`config.mk`:
```
export PLATFORM = sky130hd
export DESIGN_NAME = pad_input_filter
export DESIGN_NICKNAME = d
export VERILOG_FILES = /design/src/rtl/pad_input_filter.sv
export SDC_FILE = /design/constraint.sdc
export NUM_CORES = 1
export LEC_CHECK = 0
export BUFFER_PORTS_ARGS = -buffer_cell sky130_fd_sc_hd__buf_2
export CORE_AREA = 10 10 47 49
export DETAILED_ROUTE_END_ITERATION = 8
export DIE_AREA = 0 0 57 59
export GPL_TIMING_DRIVEN = 0
export MAX_ROUTING_LAYER = met4
export PLACE_DENSITY = 0.62
export SLEW_MARGIN = 20
export SYNTH_ARGS = -nofsm -noshare
export SYNTH_HDL_FRONTEND = slang
export SYNTH_SLANG_ARGS = --single-unit
```
`constraint.sdc`:
```
create_clock -name clk_i -period 4.1 [get_ports clk_i]
set_input_delay 0.82 -clock clk_i [delete_from_list [all_inputs] [get_ports clk_i]]
set_output_delay 0.82 -clock clk_i [all_outputs]
set_load 0.01 [all_outputs]
```
`src/rtl/pad_input_filter.sv`:
```
// pad_input_filter: synchronizes a raw pad input, debounces it, and produces edge pulses and a sticky interrupt.
module pad_input_filter #(
  parameter int   SYNC_STAGES     = 2,
  parameter int   DEBOUNCE_CYCLES = 16,
  parameter logic RESET_VAL       = 1'b0
) (
  input  logic       clk_i,
  input  logic       rst_i,
  input  logic       pad_in_i,
  input  logic       en_i,
  input  logic       filter_en_i,
  input  logic [1:0] irq_mode_i,
  input  logic       irq_clr_i,
  output logic       level_o,
  output logic       rise_o,
  output logic       fall_o,
  output logic       irq_o
);
  localparam int CW = $clog2(DEBOUNCE_CYCLES + 1);
  localparam logic [CW-1:0] DB = CW'(DEBOUNCE_CYCLES);
  // Bit 1 of the encoding is the filtered level; the CHECK states have differing bits.
  typedef enum logic [1:0] {
    STABLE_LO = 2'b00,
    CHECK_HI  = 2'b01,
    STABLE_HI = 2'b11,
    CHECK_LO  = 2'b10
  } state_t;
  state_t state;
  logic [SYNC_STAGES-1:0] sync_r;
  logic [CW-1:0] cnt, n;
  logic filter_en_q, sync_q, diff, done, check;
  assign sync_q  = sync_r[SYNC_STAGES-1];
  assign level_o = state[1];
  assign check   = state[1] ^ state[0];
  assign diff    = sync_q != level_o;
  assign n       = filter_en_i ? DB : CW'(1);
  assign done    = ({1'b0, cnt} + (CW+1)'(1)) >= {1'b0, n};
  always_ff @(posedge clk_i) begin
    sync_r      <= rst_i ? {SYNC_STAGES{RESET_VAL}} : {sync_r[SYNC_STAGES-2:0], pad_in_i};
    filter_en_q <= filter_en_i;
    if (rst_i) begin
      state  <= RESET_VAL ? STABLE_HI : STABLE_LO;
      cnt    <= '0;
      rise_o <= 1'b0;
      fall_o <= 1'b0;
      irq_o  <= 1'b0;
    end else begin
      irq_o  <= (rise_o & irq_mode_i[0]) | (fall_o & irq_mode_i[1]) | (irq_o & ~irq_clr_i);
      rise_o <= 1'b0;
      fall_o <= 1'b0;
      cnt    <= '0;
      // A change of filter mode mid-qualification restarts it under the new length.
      if (!en_i || !diff || (check && filter_en_i != filter_en_q)) begin
        state <= level_o ? STABLE_HI : STABLE_LO;
      end else if (done) begin
        state  <= sync_q ? STABLE_HI : STABLE_LO;
        rise_o <= sync_q;
        fall_o <= ~sync_q;
      end else begin
        state <= sync_q ? CHECK_HI : CHECK_LO;
        cnt   <= cnt + CW'(1);
      end
    end
  end
endmodule

```
Word-level counts from Yosys, hierarchy flattened
Index checks and enable logic that the tools add are counted.
Word-level totals
  register bits after elaboration: 13
  bits of input ports: 8
  output and inout port bits: 4
  word-level logic and storage cells: 34
Operators by class
  add/sub/neg operators: 2
  magnitude comparators: 1
  equal/unequal tests: 2
  muxes and demuxes: 6
  bitwise gates (word level): 9
  reduce and logical (&&, ||, !) cells: 7
Operators with widths (number)
  2-to-1 mux 2 bit: 5
  adder 5 x 1 -> 6 bit (second input constant): 1
  greater-or-equal comparator 6 x 5 -> 1 bit: 1
  OR reduction 3 bit: 2
  adder 5 x 1 -> 5 bit (second input constant): 1
  2-to-1 mux 5 bit: 1
  bitwise AND 1 bit: 3
  inverter 1 bit: 3
  zero test 1 bit: 2
  logical OR 1 bit: 2
  inequality test 1 bit: 2
  OR 1 bit: 2
  logical AND 1 bit: 1
  XOR 1 bit: 1

Longest topological paths before layout
  word-level depth: 5
  gate-level depth with buffers: 8
  depth with buffers taken out: 8

Least setup slack after synthesis
Ideal clock, no wire load.
  kind: input -> register
  start: input filter_en_i
  end: register state[1]
  library setup time: 91 ps
  data arrival time: 1994 ps
  required time: 4009 ps
  slack: 2015 ps
  cell stages on the path: 8
  buffers on the path: 0
  cell sequence: inv_1 > ha_1 > nor2_1 > nand2_1 > o31ai_2 > o21ai_2 > xor2_1 > a311oi_1
On the way
  cells in the longest elaborated chain, start to end: 4
  elaborated cells on any way between the ends: 7
  classes of those cells: order compare (1); eq/ne (1); mux (3); reduce/logical (2)
Ends and longest elaborated chain
  from (decl): RTL line 11  | input logic filter_en_i,
  2-to-1 mux 5 bit / inequality test 1 bit (equally long branches): RTL line 36, 53
  greater-or-equal comparator 6 x 5 -> 1 bit / logical AND 1 bit (equally long branches): RTL line 37, 53
  2-to-1 mux 2 bit / logical OR 1 bit (equally long branches): RTL line 55, 53
  2-to-1 mux 2 bit *: RTL line 53  | if (!en_i || !diff || (check && filter_en_i != filter_en_q)) begin
  to (signal assigned): RTL line 42  | state <= RESET_VAL ? STABLE_HI : STABLE_LO;
  to (signal assigned): RTL line 54  | state <= level_o ? STABLE_HI : STABLE_LO;
  to (signal assigned): RTL line 56  | state <= sync_q ? STABLE_HI : STABLE_LO;
  to (decl): RTL line 28  | state_t state;
Every way passes the cells marked *; elsewhere a longest branch is shown, timed or not.
A chain may end at the register's enable or synchronous reset.

Worst setup path in the final report
  start: register cnt[0]
  end: register state[1]
On the way
  cells in the longest elaborated chain, start to end: 4
Ends and longest elaborated chain
  from (decl): RTL line 30  | logic [CW-1:0] cnt, n;
  from (signal assigned): RTL line 61  | cnt <= cnt + CW'(1);
  adder 5 x 1 -> 6 bit: RTL line 37  | assign done = ({1'b0, cnt} + (CW+1)'(1)) >= {1'b0, n};
  greater-or-equal comparator 6 x 5 -> 1 bit: RTL line 37
  2-to-1 mux 2 bit: RTL line 55  | end else if (done) begin
  2-to-1 mux 2 bit: RTL line 53
No other way between the ends.

==> flow_metrics.env <==
export IMPL_regToRegStartpoint="cnt[0]$_SDFF_PP0_"
export IMPL_min_period_ns=2.07
export IMPL_syn_cell_area_um2=581
export IMPL_cpPeakStageDelay_ns=0.40
export IMPL_yosys_warnings=0
export IMPL_die_area_um2=3360
export IMPL_cts_sinks=13
export IMPL_use_met3_pct=4.29
export IMPL_drc=0
export IMPL_wire_per_inst_um=11.3
export IMPL_clock_fmax_mhz=482
export IMPL_reg2reg_to="state[1]$_SDFFE_PP0N_"
export IMPL_fin_nets=88
export IMPL_grtUsageTotal_pct=7.16
export IMPL_grt_pass1_wl_um=1900
export IMPL_critical_path_class="register to register"
export IMPL_initial_utilization_pct=41.4
export IMPL_dp_hpwl_um=816
export IMPL_dieHeight_um=59
export IMPL_cts_resized_gates=0
export IMPL_path_max_fanout=8
export IMPL_antenna_found_initial=0
export IMPL_ff2ff_setup_slack_ns=2.03
export IMPL_cp_startpoint="cnt[0]$_SDFF_PP0_"
export IMPL_period_share_pct=50.6
export IMPL_cts_root_buf="clkbuf_4"
export IMPL_syn_to_final_growth_pct=17.7
export IMPL_viasPerCell=5.12
export IMPL_ant_nets=0
export IMPL_diodes=0
export IMPL_fin_skew_ns=0.000450
export IMPL_drv_cap=0
export IMPL_cts_hold_buf=0
export IMPL_cp_data_required_time_ns=4.29
export IMPL_power_leakage_uw=0.000279
export IMPL_tritoncts="built"
export IMPL_status="completed"
export IMPL_drt_iter0_drc=8
export IMPL_numCtsBuffers=3
export IMPL_grt_overflow=0
export IMPL_crit_slowest_cell="dfxtp_1"
export IMPL_met1_usage_pct=7.75
export IMPL_holdCritPathClass="register to register"
export IMPL_io_buffers=11
export IMPL_cp_arrival_ns=2.27
export IMPL_syn_inst=61
export IMPL_clockBufferDepth=2
export IMPL_cp_endpoint="state[1]$_SDFFE_PP0N_"
export IMPL_crit_top_cell="ha_1"
export IMPL_clk_insertion_delay_late_ns=0.28
export IMPL_drtPass1Iterations=4
export IMPL_die_w_um=57
export IMPL_synth_ff_latch_count=13
export IMPL_critical_path_cell_chain="ha_1, nand3_1, xnor2_1, ha_1, o31ai_2, o21ai_2, xor2_1, a311oi_1"
export IMPL_fin_hold_ws_ns=0.444
export IMPL_grt_pass1_vias=433
export IMPL_ys_seq_area_share_pct=44.8
export IMPL_setup_tns_ns=0
export IMPL_worstSetupEndpointType="register"
export IMPL_post_cts_buffers=0
export IMPL_cts_max_level=1
export IMPL_grt_max_degree=11
export IMPL_gp_congestion=0.867
export IMPL_ir_drop_mv=0.204
export IMPL_reg2reg_depth=8
export IMPL_busiest_layer="met2"
export IMPL_path_clk_slew_ns=0.08
export IMPL_syn_avg_cell_area_um2=9.52
export IMPL_design_core_area_um2=1400
export IMPL_slew_viol_final=0
export IMPL_slew_limit_headroom_pct=72.6
export IMPL_rsz0062_at_grt="no"
export IMPL_worst_slew_pin_slew_ns=0.411
export IMPL_io_pins=12
export IMPL_drive_gt1_share_pct=23.7
export IMPL_row_count=14
export IMPL_critPathLaunchType="register"
export IMPL_synth_cell_types=23
export IMPL_routed_wl_um=1040
export IMPL_p_per_area_nw_per_um2=333
export IMPL_finalSetupViolations=0
export IMPL_vias=471
export IMPL_hold_viol_final=0
export IMPL_grtUsageMet2_pct=10.4
export IMPL_syn_nets=72
cells in the final DEF (no fill, tap or decap), types with 3 or more instances in the layout:
master / Yosys / routed
a21oi_1: 3 / 3
buf_2: 0 / 11
clkbuf_4: 0 / 3
dfxtp_1: 13 / 13
ha_1: 3 / 3
inv_1: 3 / 3
nand2_1: 5 / 5
nand3_1: 4 / 4
nor2_1: 4 / 4
nor2b_1: 3 / 3
nor4_1: 3 / 3
nor4b_1: 3 / 3
xor2_1: 3 / 3
per-layer routing:
metal	wire (um)	vias up
li1	-	251
met1	488	210
met2	469	10
met3	77	0
met4	0	0
met5	0	-
cell type report:
cell class | instances | area, um2
Fill cell | 136 | 718
Inverter | 3 | 11.3
Clock buffer | 3 | 22.5
Timing Repair Buffer | 11 | 55.1
Sequential cell | 13 | 260
Multi-Input combinational cell | 44 | 305
Tap cell | 16 | 20.0
Clock inverter | 1 | 5.00
Buffer | 1 | 3.75
cells by family (layout without fill, tap and decap cells):
group	Yosys count	in the layout	share of synthesized area, %
fa+ha+maj	3	3	6.47
simple gates	25	25	24.1
xor+xnor	5	5	7.54
flops	13	13	44.8
buf+inv	4	19	2.59
compound gates	11	11	14.4
sequential cells by signal (all words and copies together) (netlist names):
register	count
state	2
cnt	5
fall_o	1
irq_o	1
sync_r	2
filter_en_q	1
rise_o	1
how the worst min path moves through the flow:
stage / slack, ns / to / cells after the start / from
2_1_floorplan: 0.41 / sync_r[1]$_SDFF_PP0_ / 1 / sync_r[0]$_SDFF_PP0_
3_3_place_gp: 0.42 / sync_r[1]$_SDFF_PP0_ / 1 / sync_r[0]$_SDFF_PP0_
3_5_place_dp: 0.43 / sync_r[1]$_SDFF_PP0_ / 1 / sync_r[0]$_SDFF_PP0_
4_1_cts: 0.45 / sync_r[1]$_SDFF_PP0_ / 1 / sync_r[0]$_SDFF_PP0_
5_1_grt: 0.47 / sync_r[1]$_SDFF_PP0_ / 1 / sync_r[0]$_SDFF_PP0_
6_report: 0.44 / sync_r[1]$_SDFF_PP0_ / 1 / sync_r[0]$_SDFF_PP0_
synth_stat cells:
cell	number	share of area [%]
a21oi_1	3	2.6
nand3_1	4	3.4
nand2_1	5	3.2
nor4_1	3	3.2
nor2_1	4	2.6
or2_1	1	1.1
dfxtp_1	13	45
xnor2_1	2	3.0
clkbuf_1	1	0.65
o21ai_2	1	1.5
o31ai_2	1	2.2
nor2b_1	3	3.2
nor4b_1	3	4.5
a311oi_1	1	1.5
inv_1	3	1.9
ha_1	3	6.5
a222oi_1	1	1.7
a211oi_2	1	2.2
o22ai_1	1	1.1
nor4bb_1	1	1.7
xor2_1	3	4.5
nand2b_1	1	1.1
o21ai_0	2	1.7
per-stage QoR:
step                      instances  total power [uW]  util, %  cell area, um2  setup WS, ns
after detailed placement         88               153     46.8             656          1.75
final                            92               228     48.8             683          2.03
after global placement           88               153     46.8             656          1.76
after CTS                        92               230     48.8             683          2.00
after floorplan                  61               145        -             581          2.02
after global routing             92               238     48.8             683          1.82
critical path, delay by kind of cell (launching register included):
family / cells / cell delay [ns]
simple gates: 1 / 0.14
fa+ha+maj: 2 / 0.53
xor+xnor: 2 / 0.29
flops: 1 / 0.40
compound gates: 3 / 0.61
report_power, final:
group | total (uW) | switching, uW | leakage, uW | internal [uW]
combinational | 18.6 | 10.3 | 0.000156 | 8.33
clock | 78.4 | 42.2 | 0.0000177 | 36.2
sequential | 131 | 2.01 | 0.000106 | 129
(Power assumes the default switching activity.)
